--- src/rtl/move_objects.sv ---
// rtl/move_objects.sv - time-multiplexed motion integrator for N_OBJ sprites
// Define MOVE_OBJECTS_DRAG_EN to decay speed on button ticks without thrust.
module move_objects #(
  parameter int          WIDTH       = 640,
  parameter int          HEIGHT      = 480,
  parameter int          N_OBJ       = 4,
  parameter int          XY_FRACTION = 16,
  parameter int          SPEED_W     = 30,
  parameter logic [17:0] THRUST      = 18'd25,
  parameter int          DIVIDER     = 125_000,
  parameter int          BTN_DIVIDER = 20,
  parameter int          BOUNCE      = 0,
  parameter int          DRAG_SHIFT  = 4,
  localparam int         IDX_W       = (N_OBJ > 1) ? $clog2(N_OBJ) : 1,
  localparam int         X_W         = $clog2(WIDTH),
  localparam int         Y_W         = $clog2(HEIGHT)
) (
  input  logic                      clk,
  input  logic                      resetN,
  input  logic [N_OBJ-1:0]          thrust,
  input  logic [N_OBJ-1:0]          collision,
  output logic [IDX_W-1:0]          obj_idx,
  input  logic signed [17:0]        sin_val,
  input  logic signed [17:0]        cos_val,
  input  logic                      load_valid,
  input  logic [IDX_W-1:0]          load_idx,
  input  logic [X_W-1:0]            load_x,
  input  logic [Y_W-1:0]            load_y,
  input  logic signed [SPEED_W-1:0] load_vx,
  input  logic signed [SPEED_W-1:0] load_vy,
  output logic [N_OBJ*X_W-1:0]      pos_x,
  output logic [N_OBJ*Y_W-1:0]      pos_y,
  output logic                      busy,
  output logic                      frame_done
);
  localparam int XF_W   = X_W + XY_FRACTION;
  localparam int YF_W   = Y_W + XY_FRACTION;
  localparam int PX_W   = XF_W + 2;
  localparam int PY_W   = YF_W + 2;
  localparam int SHIFT  = 27 - XY_FRACTION;
  localparam int TICK_W = $clog2(DIVIDER);
  localparam int BTN_W  = $clog2(BTN_DIVIDER + 1);
  localparam logic signed [PX_W-1:0] X_LIM = PX_W'(WIDTH) <<< XY_FRACTION;
  localparam logic signed [PY_W-1:0] Y_LIM = PY_W'(HEIGHT) <<< XY_FRACTION;
  localparam logic [XF_W-1:0] X_RST = XF_W'(WIDTH / 2) << XY_FRACTION;
  localparam logic [YF_W-1:0] Y_RST = YF_W'(HEIGHT / 2) << XY_FRACTION;

  if (DIVIDER < 2 * N_OBJ + 2) begin : g_bad_divider
    $error("move_objects: DIVIDER must be at least 2*N_OBJ+2");
  end
  if (DRAG_SHIFT < 0) begin : g_bad_drag
    $error("move_objects: DRAG_SHIFT must be non-negative");
  end

  typedef enum logic [1:0] {S_IDLE, S_READ, S_WRITE, S_DONE} state_t;

  state_t                    r_state, w_next_state;
  logic [IDX_W-1:0]          r_idx, w_next_idx;
  logic [TICK_W-1:0]         r_tick_cnt;
  logic [BTN_W-1:0]          r_btn_cnt;
  logic                      r_btn_tick;
  logic                      w_tick;
  logic signed [SPEED_W-1:0] r_inc_x, r_inc_y;
  logic signed [36:0]        w_prod_x, w_prod_y;

  logic [XF_W-1:0]           r_x  [N_OBJ];
  logic [YF_W-1:0]           r_y  [N_OBJ];
  logic signed [SPEED_W-1:0] r_vx [N_OBJ];
  logic signed [SPEED_W-1:0] r_vy [N_OBJ];
  logic [N_OBJ-1:0]          r_col;

  logic signed [SPEED_W-1:0] w_vx, w_vy, w_cx, w_cy, w_nvx, w_nvy;
  logic signed [PX_W-1:0]    w_dx, w_sx;
  logic signed [PY_W-1:0]    w_dy, w_sy;
  logic [XF_W-1:0]           w_nx;
  logic [YF_W-1:0]           w_ny;

  function automatic logic below_one_px(input logic signed [SPEED_W-1:0] v);
    return (v[SPEED_W-1 -: 3] == 3'b000) || (v[SPEED_W-1 -: 3] == 3'b111);
  endfunction

  assign w_tick     = (r_tick_cnt == TICK_W'(DIVIDER - 1));
  assign obj_idx    = r_idx;
  assign busy       = (r_state == S_READ) || (r_state == S_WRITE);
  assign frame_done = (r_state == S_DONE);
  assign w_prod_x   = $signed({1'b0, THRUST}) * cos_val;
  assign w_prod_y   = $signed({1'b0, THRUST}) * sin_val;

  for (genvar g = 0; g < N_OBJ; g++) begin : g_pos
    assign pos_x[g*X_W +: X_W] = r_x[g][XF_W-1:XY_FRACTION];
    assign pos_y[g*Y_W +: Y_W] = r_y[g][YF_W-1:XY_FRACTION];
  end

  always_comb begin
    w_next_state = r_state;
    w_next_idx   = r_idx;
    case (r_state)
      S_IDLE:  if (w_tick) begin
                 w_next_state = S_READ;
                 w_next_idx   = '0;
               end
      S_READ:  w_next_state = S_WRITE;
      S_WRITE: if (r_idx == IDX_W'(N_OBJ - 1)) begin
                 w_next_state = S_DONE;
                 w_next_idx   = '0;
               end else begin
                 w_next_state = S_READ;
                 w_next_idx   = r_idx + 1'b1;
               end
      default: w_next_state = S_IDLE;
    endcase
  end

  // Engine result for object r_idx; only committed in S_WRITE.
  always_comb begin
    w_vx  = r_vx[r_idx];
    w_vy  = r_vy[r_idx];
    w_cx  = w_vx + r_inc_x;
    w_cy  = w_vy + r_inc_y;
    w_nvx = w_vx;
    w_nvy = w_vy;
    w_nx  = r_x[r_idx];
    w_ny  = r_y[r_idx];
    w_dx  = '0;
    w_dy  = '0;
    w_sx  = '0;
    w_sy  = '0;
    if (r_col[r_idx]) begin
      w_nvx = '0;
      w_nvy = '0;
    end else begin
      if (r_btn_tick && thrust[r_idx]) begin
        if (below_one_px(w_cx) && below_one_px(w_cy)) begin
          w_nvx = w_cx;
          w_nvy = w_cy;
        end
      end
`ifdef MOVE_OBJECTS_DRAG_EN
      else if (r_btn_tick) begin
        w_nvx = w_vx - (w_vx >>> DRAG_SHIFT);
        w_nvy = w_vy - (w_vy >>> DRAG_SHIFT);
      end
`endif
      w_dx = PX_W'(w_nvx >>> SHIFT);
      w_dy = PY_W'(w_nvy >>> SHIFT);
      w_sx = $signed({2'b00, r_x[r_idx]}) + w_dx;
      // Screen y grows downward while speed is math-up.
      w_sy = $signed({2'b00, r_y[r_idx]}) - w_dy;
      if (w_sx[PX_W-1] || w_sx >= X_LIM) begin
        if (BOUNCE != 0) w_nvx = -w_nvx;
        else if (w_sx[PX_W-1]) w_nx = XF_W'(w_sx + X_LIM);
        else w_nx = XF_W'(w_sx - X_LIM);
      end else begin
        w_nx = XF_W'(w_sx);
      end
      if (w_sy[PY_W-1] || w_sy >= Y_LIM) begin
        if (BOUNCE != 0) w_nvy = -w_nvy;
        else if (w_sy[PY_W-1]) w_ny = YF_W'(w_sy + Y_LIM);
        else w_ny = YF_W'(w_sy - Y_LIM);
      end else begin
        w_ny = YF_W'(w_sy);
      end
    end
  end

  always_ff @(posedge clk or negedge resetN) begin
    if (!resetN) begin
      r_state    <= S_IDLE;
      r_idx      <= '0;
      r_tick_cnt <= '0;
      r_btn_cnt  <= '0;
      r_btn_tick <= 1'b0;
      r_inc_x    <= '0;
      r_inc_y    <= '0;
      r_col      <= '0;
      for (int j = 0; j < N_OBJ; j++) begin
        r_x[j]  <= X_RST;
        r_y[j]  <= Y_RST;
        r_vx[j] <= '0;
        r_vy[j] <= '0;
      end
    end else begin
      r_state    <= w_next_state;
      r_idx      <= w_next_idx;
      r_tick_cnt <= w_tick ? '0 : r_tick_cnt + 1'b1;
      if (w_tick) begin
        r_btn_tick <= (r_btn_cnt == BTN_W'(BTN_DIVIDER - 1));
        r_btn_cnt  <= (r_btn_cnt == BTN_W'(BTN_DIVIDER - 1)) ? '0 : r_btn_cnt + 1'b1;
      end
      if (r_state == S_READ) begin
        r_inc_x <= SPEED_W'(w_prod_x);
        r_inc_y <= SPEED_W'(w_prod_y);
      end
      for (int j = 0; j < N_OBJ; j++) begin
        if (load_valid && load_idx == IDX_W'(j)) begin
          r_x[j]  <= {load_x, {XY_FRACTION{1'b0}}};
          r_y[j]  <= {load_y, {XY_FRACTION{1'b0}}};
          r_vx[j] <= load_vx;
          r_vy[j] <= load_vy;
        end else if (r_state == S_WRITE && r_idx == IDX_W'(j)) begin
          r_x[j]  <= w_nx;
          r_y[j]  <= w_ny;
          r_vx[j] <= w_nvx;
          r_vy[j] <= w_nvy;
        end
        if (collision[j]) r_col[j] <= 1'b1;
        else if ((load_valid && load_idx == IDX_W'(j)) ||
                 (r_state == S_WRITE && r_idx == IDX_W'(j))) r_col[j] <= 1'b0;
      end
    end
  end
endmodule

--- config.mk ---
export PLATFORM = sky130hd
export DESIGN_NAME = move_objects
export DESIGN_NICKNAME = d
export VERILOG_FILES = /design/src/rtl/move_objects.sv
export SDC_FILE = /design/constraint.sdc
export NUM_CORES = 2
export LEC_CHECK = 0
export ABC_AREA = 1
export ABC_CLOCK_PERIOD_IN_PS = 11300
export CORE_ASPECT_RATIO = 2
export CORE_MARGIN = 10
export CORE_UTILIZATION = 61
export CTS_CLUSTER_SIZE = 10
export DETAILED_ROUTE_END_ITERATION = 16
export GPL_TIMING_DRIVEN = 0
export HOLD_SLACK_MARGIN = 0.15
export MAX_ROUTING_LAYER = met4
export PLACE_DENSITY = 0.84
export RECOVER_POWER = 25
export SKIP_CTS_REPAIR_TIMING = 1
export SYNTH_ARGS = -nofsm -noshare
export SYNTH_HDL_FRONTEND = slang
export SYNTH_SLANG_ARGS = --single-unit
--- constraint.sdc ---
create_clock -name clk -period 11.3 [get_ports clk]
set_clock_uncertainty 0.05 [all_clocks]
set_input_delay 2.26 -clock clk [delete_from_list [all_inputs] [get_ports clk]]
set_output_delay 2.26 -clock clk [all_outputs]
set_load 0.02 [all_outputs]
==> qor.yml <==
global_route:
  grt_start_max_net_pins: 122
  grt_overflow_total: 0
  antenna_found_initial: 11
  gr-usage-all-layers_pct: 43.8
  first_global_vias: 37002
  grt_pass1_wl_mm: 221
floorplanning:
  io-pin-count: 208
  start_util_pct: 61.3
  die_y_um: 362
  dieArea_sq_mm: 0.0690
  rows: 125
  die-width_um: 191
  core_sq_mm: 0.0580
synth:
  synth-edff-count: 0
  ys_seq_area_share_pct: 36.9
  synthArstFlopShare_pct: 100
  synthMostInstantiatedCell: "nand2_1"
  ys_ff_latch: 523
  synth_commonest_cells: "nand2_1 (1133), inv_1 (511), dfrtp_1 (499)"
  yosysWarnings: 0
  syn-mean-instance-area_sq_um: 7.74
  synth_area_leader_cell: "dfrtp_1"
  syn_nets: 4998
  synth.distinct_cells: 58
  synth_top_area_share_pct: 35.1
  ys.flop_type: "dfrtp_1"
  yosys-top-cells-area: "dfrtp_1 (35%), nand2_1 (12%), ha_1 (8.2%), o221ai_1 (6.7%), o21ai_0 (6.3%)"
  postSynthCellCount: 4599
  netlist_area_sq_mm: 0.0356
place:
  placed_cell_area_sq_mm: 0.0387
  gp_congestion: 1.09
  dp_cells: 5573
  io_buffers: 207
  dp_hpwl_mm: 110
routing:
  dr_wl_met3_mm: 16.3
  met1Wirelength_mm: 46.3
  viasPerCell: 6.51
  via_count: 36971
  drc: 0
  wl_per_cell_um: 26.0
  ant_nets: 0
  drtIter0Drc: 4343
  top_layer: "met4"
  wl_met2_mm: 68.0
  routed_wl_mm: 148
  firstDrtPassIters: 7
pwr:
  powerDensity_mw_per_mm2: 149
  p_leak_uw: 0.0198
  ir_drop_v: 0.000135
worst_setup_path:
  r2r_cells: 55
  worstPathMaxFanout: 19
  cp-end-kind: "flip-flop"
  reg2reg_from: "obj_idx[0]"
  r2r_end: "pos_y[26]"
  path_buf_inv: 13
  worstSetupPathType: "reg -> reg"
  startpoint_type: "flip-flop"
  slowest_stage: "clkbuf_1"
  crit_family: "buffers and inverters"
  slowest_delay_ns: 0.53
  cp_common_cell: "nand2_1"
  reg2reg_slack_ns: 0.45
  required_ns: 11.85
  crit_arrival_ns: 11.40
clock_tree:
  clk_pin_slew_ns: 0.06
  h-tree-depth: 2
  clock-sinks: 523
  clkLatencyLatePin_ns: 0.67
  cts_buffers: 58
  clockBufferDepth: 3
  tritoncts: "built"
  cts-root-buf: "clkbuf_16"
worst_hold_path:
  hp-class: "reg -> reg"
  worstHoldStart: "r_tick_cnt[0]"
  holdPathStages: 1
  hold_end: "r_tick_cnt[0]"
sta:
  worstMarginPinSlew_ns: 4.88
  period_needed_ns: 10.85
  drv_slew: 316
  setup-tns-final_ns: 0
  finalCritPeriodShare_pct: 96.0
  whs_ns: 0.414
  finalSetupViolCount: 0
  timing.max_slew.rel_slack_pct: -225
  fmax_mhz: 92.1
  hold_viol: 0
  rsz0062_at_grt: "no"
cells_and_area:
  layout.nets: 5267
  num-fill-cells: 4991
  drive_above_1_share_pct: 5.85
  area_growth_pct: 13.5
  fin_cells: 5683
  design_area_sq_mm: 0.0404
status:
  violations: "max-capacitance violations, max-slew violations"
  outcome: "finished, violations left"
flow_run:
  cap_violations: 5
how the worst max path moves through the flow:
stage                          start   endpoint  slack [ns]  cells after the start
after global placement        resetN  pos_y[20]      -15.72                      1
after global routing      obj_idx[0]  pos_y[17]        0.01                     56
after CTS                 obj_idx[0]  pos_y[26]       -0.09                     57
final                     obj_idx[0]  pos_y[26]        0.45                     55
after floorplan           obj_idx[0]  pos_y[17]        3.34                     56
after detailed placement  obj_idx[0]  pos_y[26]       -0.05                     57
layout by cell type, fill, tap and decap left out, drive strengths merged, types with 2 or more instances in the layout:
master	Yosys	routed
a21boi	7	7
a21o	8	8
a21oi	161	161
a31o	6	6
a31oi	20	20
a32oi	12	12
and2	3	3
and3	2	2
buf	85	89
clkbuf	225	317
clkdlybuf4s50	0	200
clkinv	2	2
dfrtp	499	499
dfstp	24	24
diode	0	17
dlygate4sd3	0	6
fa	37	37
ha	234	234
inv	514	515
mux2i	19	19
nand2	1164	1164
nand3	126	126
nand3b	2	2
nand4	20	20
nor2	335	335
nor3	18	18
nor3b	2	2
nor4	4	4
o211ai	29	29
o21a	3	3
o21ai	461	461
o21bai	25	25
o221ai	272	272
o22ai	107	107
o31ai	4	4
or2	23	23
xnor2	61	61
xor2	80	80
power breakdown:
group          total, uW  internal (uW)  switching, uW
logic               2030            794           1230
clock network       1800            980            825
registers           2190           2070            126
total               6030           3840           2180
sequential cells by signal, summed over array words and instances, names as in the netlist:
name,flops
obj_idx,2
pos_x,40
pos_y,36
r_btn_cnt,5
r_btn_tick,1
r_col,4
r_inc_x,24
r_inc_y,24
r_state,2
r_tick_cnt,17
r_vx,120
r_vy,120
r_x,64
r_y,64
area by class of cell:
| cell class | count | area [sq um] | share of cell area, % |
|---|---|---|---|
| Antenna cell | 17 | 42.5 | 0.105 |
| Inverter | 516 | 1940 | 4.79 |
| Clock inverter | 2 | 38.8 | 0.0960 |
| Sequential cell | 523 | 13100 | 32.5 |
| Timing Repair Buffer | 212 | 2150 | 5.31 |
| Multi-Input combinational cell | 3250 | 19100 | 47.2 |
| Tap cell | 762 | 953 | 2.36 |
| Buffer | 307 | 1490 | 3.68 |
| Clock buffer | 94 | 1610 | 3.98 |
per-stage QoR:
step | utilization [%] | setup WS [ns] | total power [uW]
2_1_floorplan | - | 3.34 | 3560
5_1_grt | 69.6 | 0.0128 | 6280
4_1_cts | 69.6 | -0.0938 | 5940
3_3_place_gp | 66.6 | -15.72 | 4140
3_5_place_dp | 66.8 | -0.0502 | 4190
6_report | 69.6 | 0.448 | 6030
logic make-up after synthesis:
family          share of synthesized area (%)
fa+ha+maj                                10.3
mux                                     0.534
flops                                    36.9
compound gates                           19.9
simple gates                             19.3
xor+xnor                                 3.47
buf+inv                                  9.56
worst reg2reg max path: cells and delay by family, from the launching register on:
family / cells / cell delay, ns
flops: 1 / 0.50
compound gates: 14 / 3.11
simple gates: 25 / 2.58
fa+ha+maj: 3 / 1.00
buf+inv: 13 / 3.55
per-layer routing:
layer | vias to the layer above | global-route usage (%)
li1 | 16012 | -
met1 | 17154 | 44.0
met2 | 2768 | 68.0
met3 | 1037 | 12.7
met4 | 0 | 38.8
met5 | - | -
(Power assumes the default switching activity.)
